## config.mk

```make
export PLATFORM = sky130hd
export DESIGN_NAME = noc_link_flit_receiver
export DESIGN_NICKNAME = d
export VERILOG_FILES = /design/src/rtl/noc_link_flit_receiver.sv
export SDC_FILE = /design/constraint.sdc
export NUM_CORES = 1
export LEC_CHECK = 0
export BUFFER_PORTS_ARGS = -buffer_cell sky130_fd_sc_hd__clkbuf_2
export CORE_MARGIN = 2
export CORE_UTILIZATION = 48
export CTS_CLUSTER_DIAMETER = 40
export CTS_CLUSTER_SIZE = 40
export DETAILED_ROUTE_END_ITERATION = 10
export PLACE_DENSITY = 0.7
export RECOVER_POWER = 100
export SYNTH_ARGS = -nofsm -noshare
export SYNTH_HDL_FRONTEND = slang
export SYNTH_SLANG_ARGS = --single-unit
export TNS_END_PERCENT = 1
```

## constraint.sdc

```tcl
create_clock -name clk_noc -period 12.66 [get_ports clk_noc]
set_clock_uncertainty 0.15 [all_clocks]
set_input_delay 2.532 -clock clk_noc [delete_from_list [all_inputs] [get_ports clk_noc]]
set_output_delay 2.532 -clock clk_noc [all_outputs]
set_load 0.03 [all_outputs]
```

## src/rtl/noc_link_flit_receiver.sv

```systemverilog
// -----------------------------------------------------------------------------
// noc_link_flit_receiver
//
// Terminates one credit-based router output link in the clk_noc domain. Incoming
// flits are buffered in a small FIFO. Each flit consumed from the FIFO returns
// one credit to the sender. SERIALIZATION_FACTOR flits are reassembled into one
// AXI-Stream beat, with flit 0 in the LSBs.
//
// Optional feature macro: NOC_LINK_RX_STATS_EN
//   When defined, the stat_flits and stat_pkts saturating counters and their
//   ports are added.
//
// Ports
//   clk_noc         link clock (the only clock)
//   rst_n           asynchronous reset, active-low
//   data_in         flit payload
//   dest_in         destination carried on every flit
//   is_tail_in      last flit of the packet
//   send_in         flit valid (at most one flit per cycle)
//   credit_out      one-cycle pulse per freed buffer slot
//   axis_tvalid     beat valid
//   axis_tready     beat accepted
//   axis_tdata      assembled beat (flit 0 in the LSBs)
//   axis_tlast      is_tail of the beat's final flit
//   axis_tdest      dest of the beat's final flit
//   err_overflow    sticky: a flit arrived while the FIFO was full
//   err_tail_align  sticky: is_tail seen on a flit that does not end a beat
//   stat_flits      (NOC_LINK_RX_STATS_EN) accepted flit writes, saturating
//   stat_pkts       (NOC_LINK_RX_STATS_EN) accepted beats with tlast, saturating
// -----------------------------------------------------------------------------
module noc_link_flit_receiver #(
  parameter  int FLIT_WIDTH           = 64,
  parameter  int DEST_WIDTH           = 4,
  parameter  int SERIALIZATION_FACTOR = 1,
  parameter  int BUFFER_DEPTH         = 2,
  localparam int TDATA_WIDTH          = FLIT_WIDTH * SERIALIZATION_FACTOR
) (
  input  logic                   clk_noc,
  input  logic                   rst_n,
  input  logic [FLIT_WIDTH-1:0]  data_in,
  input  logic [DEST_WIDTH-1:0]  dest_in,
  input  logic                   is_tail_in,
  input  logic                   send_in,
  output logic                   credit_out,
  output logic                   axis_tvalid,
  input  logic                   axis_tready,
  output logic [TDATA_WIDTH-1:0] axis_tdata,
  output logic                   axis_tlast,
  output logic [DEST_WIDTH-1:0]  axis_tdest,
  output logic                   err_overflow,
  output logic                   err_tail_align
`ifdef NOC_LINK_RX_STATS_EN
  ,
  output logic [31:0]            stat_flits,
  output logic [31:0]            stat_pkts
`endif
);

  localparam int ENTRY_W = FLIT_WIDTH + DEST_WIDTH + 1;
  localparam int PTR_W   = (BUFFER_DEPTH > 1) ? $clog2(BUFFER_DEPTH) : 1;
  localparam int CNT_W   = $clog2(BUFFER_DEPTH + 1);
  localparam int IDX_W   = (SERIALIZATION_FACTOR > 1) ? $clog2(SERIALIZATION_FACTOR) : 1;

  localparam logic [CNT_W-1:0] CNT_FULL = CNT_W'(BUFFER_DEPTH);
  localparam logic [PTR_W-1:0] PTR_LAST = PTR_W'(BUFFER_DEPTH - 1);
  localparam logic [IDX_W-1:0] IDX_LAST = IDX_W'(SERIALIZATION_FACTOR - 1);

  typedef enum logic [0:0] {
    ST_COLLECT = 1'b0,
    ST_OUTPUT  = 1'b1
  } state_t;

  state_t                  state_r;
  logic [IDX_W-1:0]        idx_r;
  logic [PTR_W-1:0]        wr_ptr_r;
  logic [PTR_W-1:0]        rd_ptr_r;
  logic [CNT_W-1:0]        count_r;
  logic [ENTRY_W-1:0]      mem_r [BUFFER_DEPTH];

  logic                    fifo_empty_s;
  logic                    fifo_full_s;
  logic                    pop_s;
  logic                    push_s;
  logic                    drop_s;
  logic [ENTRY_W-1:0]      rd_entry_s;
  logic [FLIT_WIDTH-1:0]   rd_data_s;
  logic [DEST_WIDTH-1:0]   rd_dest_s;
  logic                    rd_tail_s;

  // Pointers wrap modulo BUFFER_DEPTH, which need not be a power of two.
  function automatic logic [PTR_W-1:0] ptr_inc(input logic [PTR_W-1:0] ptr);
    logic [PTR_W-1:0] nxt;
    if (ptr == PTR_LAST) begin
      nxt = {PTR_W{1'b0}};
    end else begin
      nxt = ptr + PTR_W'(1);
    end
    return nxt;
  endfunction

  // FIFO status and push/pop decisions. A push into a full FIFO is still
  // accepted when a pop happens in the same cycle.
  always_comb begin
    fifo_empty_s = (count_r == {CNT_W{1'b0}});
    fifo_full_s  = (count_r == CNT_FULL);
    pop_s        = (state_r == ST_COLLECT) && !fifo_empty_s;
    push_s       = send_in && (!fifo_full_s || pop_s);
    drop_s       = send_in && fifo_full_s && !pop_s;
    rd_entry_s   = mem_r[rd_ptr_r];
    rd_data_s    = rd_entry_s[ENTRY_W-1 -: FLIT_WIDTH];
    rd_dest_s    = rd_entry_s[DEST_WIDTH:1];
    rd_tail_s    = rd_entry_s[0];
  end

  // FIFO storage: payload only, so no reset is needed.
  always_ff @(posedge clk_noc) begin
    if (push_s) begin
      mem_r[wr_ptr_r] <= {data_in, dest_in, is_tail_in};
    end
  end

  // FIFO pointers and occupancy.
  always_ff @(posedge clk_noc or negedge rst_n) begin
    if (!rst_n) begin
      wr_ptr_r <= {PTR_W{1'b0}};
      rd_ptr_r <= {PTR_W{1'b0}};
      count_r  <= {CNT_W{1'b0}};
    end else begin
      if (push_s) begin
        wr_ptr_r <= ptr_inc(wr_ptr_r);
      end
      if (pop_s) begin
        rd_ptr_r <= ptr_inc(rd_ptr_r);
      end
      case ({push_s, pop_s})
        2'b10:   count_r <= count_r + CNT_W'(1);
        2'b01:   count_r <= count_r - CNT_W'(1);
        default: count_r <= count_r;
      endcase
    end
  end

  // Beat assembly FSM with registered AXIS outputs, credit return and tail check.
  always_ff @(posedge clk_noc or negedge rst_n) begin
    if (!rst_n) begin
      state_r        <= ST_COLLECT;
      idx_r          <= {IDX_W{1'b0}};
      credit_out     <= 1'b0;
      axis_tvalid    <= 1'b0;
      axis_tdata     <= {TDATA_WIDTH{1'b0}};
      axis_tlast     <= 1'b0;
      axis_tdest     <= {DEST_WIDTH{1'b0}};
      err_tail_align <= 1'b0;
    end else begin
      credit_out <= pop_s;
      case (state_r)
        ST_COLLECT: begin
          if (pop_s) begin
            for (int s = 0; s < SERIALIZATION_FACTOR; s++) begin
              if (idx_r == IDX_W'(s)) begin
                axis_tdata[s*FLIT_WIDTH +: FLIT_WIDTH] <= rd_data_s;
              end
            end
            if (idx_r == IDX_LAST) begin
              axis_tdest  <= rd_dest_s;
              axis_tlast  <= rd_tail_s;
              idx_r       <= {IDX_W{1'b0}};
              axis_tvalid <= 1'b1;
              state_r     <= ST_OUTPUT;
            end else begin
              // A tail here ends the packet mid-beat; flag it but keep assembling.
              if (rd_tail_s) begin
                err_tail_align <= 1'b1;
              end
              idx_r <= idx_r + IDX_W'(1);
            end
          end
        end
        ST_OUTPUT: begin
          if (axis_tready) begin
            axis_tvalid <= 1'b0;
            state_r     <= ST_COLLECT;
          end
        end
        default: begin
          axis_tvalid <= 1'b0;
          state_r     <= ST_COLLECT;
        end
      endcase
    end
  end

  // Sticky overflow flag: a flit was dropped because the FIFO was full.
  always_ff @(posedge clk_noc or negedge rst_n) begin
    if (!rst_n) begin
      err_overflow <= 1'b0;
    end else if (drop_s) begin
      err_overflow <= 1'b1;
    end
  end

`ifdef NOC_LINK_RX_STATS_EN
  // Saturating link statistics: accepted flits and accepted tail beats.
  always_ff @(posedge clk_noc or negedge rst_n) begin
    if (!rst_n) begin
      stat_flits <= 32'd0;
      stat_pkts  <= 32'd0;
    end else begin
      if (push_s && (stat_flits != 32'hFFFF_FFFF)) begin
        stat_flits <= stat_flits + 32'd1;
      end
      if (axis_tvalid && axis_tready && axis_tlast && (stat_pkts != 32'hFFFF_FFFF)) begin
        stat_pkts <= stat_pkts + 32'd1;
      end
    end
  end
`endif

endmodule
```

# [Yosys cells after proc, flatten, opt, wreduce, memory -nomap -nowiden]
# Memory sizes are Yosys's and may differ from the RTL's.
# Cells that the tools add are included.
[totals] romBits=0 output_inout_bits=73 in_bits=73 elab_cells=54 mem_count=1 reg_bits=79 latch_bits=0 ram_bits=138
[memory_table] memory="mem_r" depth=2 width=69 read_ports=1 rd_ports_with_merged_regs=0 write_ports=1 line="78" text="logic [ENTRY_W-1:0] mem_r [BUFFER_DEPTH];"
[classes] mul=0 n_reduce_logical=14 shift=0 add_sub_neg=5 n_div=0 muxes=14 n_eq_ne=6 bitwise=2 n_lt_le_gt_ge=0
[op_table] cell="$mux W1" n=11
[op_table] cell="$ne A2 B2 Y1 const B" n=3
[op_table] cell="$reduce_and A3 Y1" n=2
[op_table] cell="$eq A2 B2 Y1 const B" n=2
[op_table] cell="$logic_and A1 B1 Y1" n=4
[op_table] cell="$pmux W1 S2" n=2
[op_table] cell="$pmux W2 S2" n=1
[op_table] cell="$reduce_and A4 Y1" n=1
[op_table] cell="$add A1 B1 Y1 const B" n=3
[op_table] cell="$logic_not A1 Y1" n=3
[op_table] cell="$add A2 B1 Y2 const B" n=1
[op_table] cell="$eq A2 B1 Y1 const B" n=1
[op_table] cell="$logic_not A2 Y1" n=1
[op_table] cell="$not A1 Y1" n=2
[op_table] cell="$reduce_and A2 Y1" n=1
[op_table] cell="$reduce_bool A2 Y1" n=1
[op_table] cell="$sub A2 B1 Y2 const B" n=1
[op_table] cell="$logic_or A1 B1 Y1" n=1

# [Logic depth before layout (Yosys ltp)]
[logic_depth] depth_word=7 ltp_mapped=4 depth_no_buf=2

# [Worst setup path after synthesis]
# Ideal clock, no wire load.
[synth_timing] path_kind="in2reg" startpoint="in send_in" endpoint="mem mem_r[0][0] (netlist name) (enable)" arrival_ns=5.742 cell_stages=3 t_required_ns=12.014 path_buffers=1 setup_time_ns=0.496 setup_slack_ns=6.271 cell_sequence="clkbuf_1 nand2b_1 nor2_1"
[synth_between] elab_chain_cells=3
[synth_lines] item="from (decl)" line="43" text="input logic send_in,"
[synth_lines] item="$logic_and A1 B1 Y1" line="107" text="push_s = send_in && (!fifo_full_s || pop_s);"
[synth_lines] item="$mux W1" line="117" text="if (push_s) begin"
[synth_lines] item="$mux W1 (implied by the code)" line="118" text="mem_r[wr_ptr_r] <= {data_in, dest_in, is_tail_in};"
[synth_lines] item="to (decl)" line="78"
# No other way between the ends.

# [Final worst setup path]
[layout_timing] startpoint="in send_in" endpoint="mem mem_r[1][39] (netlist name) (enable)"
# Same word-level chain as after synthesis.

==> implementation parameters <==
Parameter                              Value

Cells and area
  Area growth syn-to-layout    16.24%
  Number of inserted filler cells in the final layout    1483
  Final net count    629
  Ratio of cells with drive above 1 in the final layout    a little under a quarter
  Number of antenna repair diodes    0
  Final Non-Filler Cells    803

Pwr
  Clock network fraction of design power    29.0%
  Sequential power share    41.9%
  Gate power share    29.1%
  PD cells    about 280 mW/mm²
  Worst ir drop on vdd    158.5 µV
  Leakage power figure    0.003479 µW
  Switching Power    943.4 µW
  Net Sw Frac    34.46%
  Int Power    1794 µW

CTS
  Total setup buffers inserted after CTS    0
  Max clock buf depth    3
  Total of hold buffers inserted after clock tree synthesis    0
  Later-pin clock latency in the skew report    0.53 ns
  Clk pin slew, worst setup/hold paths    0.06 ns
  Number of H-tree branching levels    1
  Clock sink count    ~220
  TritonCTS clock tree    yes
  Resized cells post-CTS    0
  Clk Tree Root Cell    sky130_fd_sc_hd__clkbuf_16
  Number of buffers added by the clock tree synthesis step    28

Detailed routing
  Initial DRC count    154
  DRC violations left    0
  Via/cell ratio    4.951
  Number of detailed-routing iterations run before antenna repair    4
  Vias    3976
  WL per Instance    18.28 µm
  Post-detailed-routing wire length    approximately 15000 µm
  Detail Route Antenna Nets    0

Place
  Weighted congestion at the end of routability-driven global placement    0.7595
  Post-detail-place hpwl    about 8800 µm
  Port Buffer Count    144
  Placed instance count    751
  Placement-stage worst setup slack    8.133 ns

Global routing
  Overflow left after global routing    0
  Vias in the first global route    4458
  Maximum number of pins on one net before global-route repair    71
  Antenna violations before repair    0
  Global-route total usage across every layer    16.52%
  Global-route wire length before repair    23320 µm

Floorplan
  Effective utilization at floorplan    48.55%
  I/O pin count    146
  Core Rows    48
  Die Area    between 0.015 and 0.02 mm²
  Horizontal extent of the die    ~140 µm
  Vert. Die Dim    135.4 µm
  Core Area    0.01706 mm²

Logic synthesis
  Count of flip-flops with a built-in enable after synthesis    138
  Cell area after synthesis    0.008282 mm²
  Count of distinct cell types in the synthesized netlist    29
  Synthesized netlist net count    471
  Portion of synthesized cell area occupied by the leading cell type    50.04%
  Warning count from the yosys run    0
  Cell taking the most area after synthesis    sky130_fd_sc_hd__edfxtp_1
  Average footprint of a synthesized cell    20.81 µm²
  Top cells by area in the synthesized netlist    sky130_fd_sc_hd__edfxtp_1 50%, sky130_fd_sc_hd__dfrtp_1 23%, sky130_fd_sc_hd__mux2_4 12%, sky130_fd_sc_hd__mux2_2 9.7%, sky130_fd_sc_hd__buf_12 1.7%
  Proportion of synthesized chip area in sequential cells    between 70% and 80%
  Post-Syn Instances    398
  FFs w/ async S/R, synth    between 30 and 40%
  #FFs+latches synth    between 200 and 250
  Most frequently used flop master after synthesis    sky130_fd_sc_hd__edfxtp_1

Critical path
  Worst Path Max Fanout    52
  Worst Path Arrival    around 6.3 ns
  Setup slack on the worst flop-to-flop path    7.81 ns
  Critical Path RT    12.57 ns
  Register-to-Register Path Depth    3
  Critical Path Start Type    input port
  Capturing point of the worst reg2reg path    mem_r[1][39]
  Worst setup path end    mem_r[1][39]
  Kind of capture point of the worst setup path    register
  Category of the critical setup timing path    input port to register
  Launch point of the worst reg-to-reg path    count_r[0]
  Launching element of the worst setup path    send_in

Timing
  Final hold slack    0.3133 ns
  Number of failing setup endpoints in the final timing report    0
  Final period utilization    50.63%
  Highest clock rate    156.0 MHz
  Relative max-transition margin    -167.0%
  Number of endpoints with negative hold slack in the final report    0
  Post-route setup TNS    0 ns
  Setup repair after global routing missed its margin    false
  Post-route minimum period    6.410 ns
  Final worst setup slack    ~6.2 ns
  Transition time at the pin with the least slew margin    4.005 ns
  Pins Over Slew Limit    between 300 and 400

Run
  Max-capacitance violation count    6

Worst hold path
  Tightest Hold Check Type    register to register

Outcome
  Run status    finished, violations left
  Violated checks    max-capacitance violations, max-slew violations
## logic make-up (layout without fill, tap and decap cells)
logic type             Yosys count  count (layout)  synth area share (%)
AND/OR/NAND/NOR                 14              14                 1.148
other                            1               1               0.04528
buffers and inverters           21             201                 2.916
AO/OA/AOI/OAI                    8               8                0.6799
multiplexers                   138             138                 21.80
flip-flops                     215             215                 73.30
XOR/XNOR                         1               1                0.1058
## layout by cell type, fill, tap and decap left out, drive strengths merged, types with 2 or more instances in the layout
cell type,Yosys,layout
a21oi,2,2
clkinvlp,0,7
nand2b,2,2
dfrtp,77,77
clkinv,0,7
edfxtp,138,138
clkbuf,3,177
bufinv,0,3
inv,1,7
nor2,2,2
nand3b,2,2
mux2,138,138
## per-stage QoR
| step | utilization [%] | power, µW | cell area, µm² |
|---|---|---|---|
| after floorplan | - | 1949 | 8282 |
| after global placement | 53.37 | 2123 | 9104 |
| after detailed placement | 53.37 | 2149 | 9104 |
| after CTS | 59.08 | 2960 | 10080 |
| after global routing | 56.44 | 2881 | 9627 |
| final | 56.44 | 2738 | 9627 |
## power by group through the flow
stage                     clock network (µW)  registers, µW  logic (µW)
after CTS                                812           1150         994
after floorplan                            0           1330         617
after global placement                     0           1150         972
after global routing                     845           1180         855
final                                    794           1150         796
after detailed placement                   0           1160         986
## Yosys cell counts (2+ instances only)
master / n
sky130_fd_sc_hd__edfxtp_1: 138
sky130_fd_sc_hd__dfrtp_1: 77
sky130_fd_sc_hd__mux2_2: 71
sky130_fd_sc_hd__mux2_4: 67
sky130_fd_sc_hd__buf_12: 7
sky130_fd_sc_hd__buf_4: 7
sky130_fd_sc_hd__buf_6: 3
sky130_fd_sc_hd__clkbuf_1: 3
sky130_fd_sc_hd__a21oi_1: 2
sky130_fd_sc_hd__nand2b_1: 2
sky130_fd_sc_hd__nand3b_1: 2
sky130_fd_sc_hd__nor2_1: 2
## worst max-delay path: stages
cell	delay, ns
sky130_fd_sc_hd__clkbuf_1	0.28
sky130_fd_sc_hd__nand2_1	0.09
sky130_fd_sc_hd__nor2_1	1.06
sky130_fd_sc_hd__clkbuf_1	2.29
## area by class of cell
| type | count | area, µm² | area share (%) |
|---|---|---|---|
| inverter | 1 | 3.754 | 0.03899 |
| tap | 225 | 281.5 | 2.924 |
| clock buffer | 29 | 704.4 | 7.317 |
| sequential | 215 | 6071 | 63.06 |
| timing repair buffer | 148 | 568.0 | 5.901 |
| multi-input combinational | 162 | 1729 | 17.96 |
| clock inverter | 23 | 269.0 | 2.794 |
## state kept, by name, summed over array words and instances, names as in the netlist
signal and count:
axis_tdata 64, axis_tdest 4, axis_tlast 1, axis_tvalid 1, count_r 2, credit_out 1, err_overflow 1, mem_r 138
rd_ptr_r 1, state_r 1, wr_ptr_r 1
## how the worst min path moves through the flow
stage / startpoint / to / cells after the start
2_1_floorplan: wr_ptr_r / wr_ptr_r / 2
3_3_place_gp: err_overflow / err_overflow / 1
3_5_place_dp: err_overflow / err_overflow / 1
4_1_cts: err_overflow / err_overflow / 1
5_1_grt: err_overflow / err_overflow / 1
6_report: err_overflow / err_overflow / 1
## routing by layer
metal  up-vias  share of wire (%)  track usage, %
li1       1830                  -               -
met1      1995                 42           20.82
met2       128                 50           28.74
met3        23                6.2           3.479
met4         0                1.8           5.324
met5         -                  0               0
Note: power is estimated with default switching activity, not from simulation.
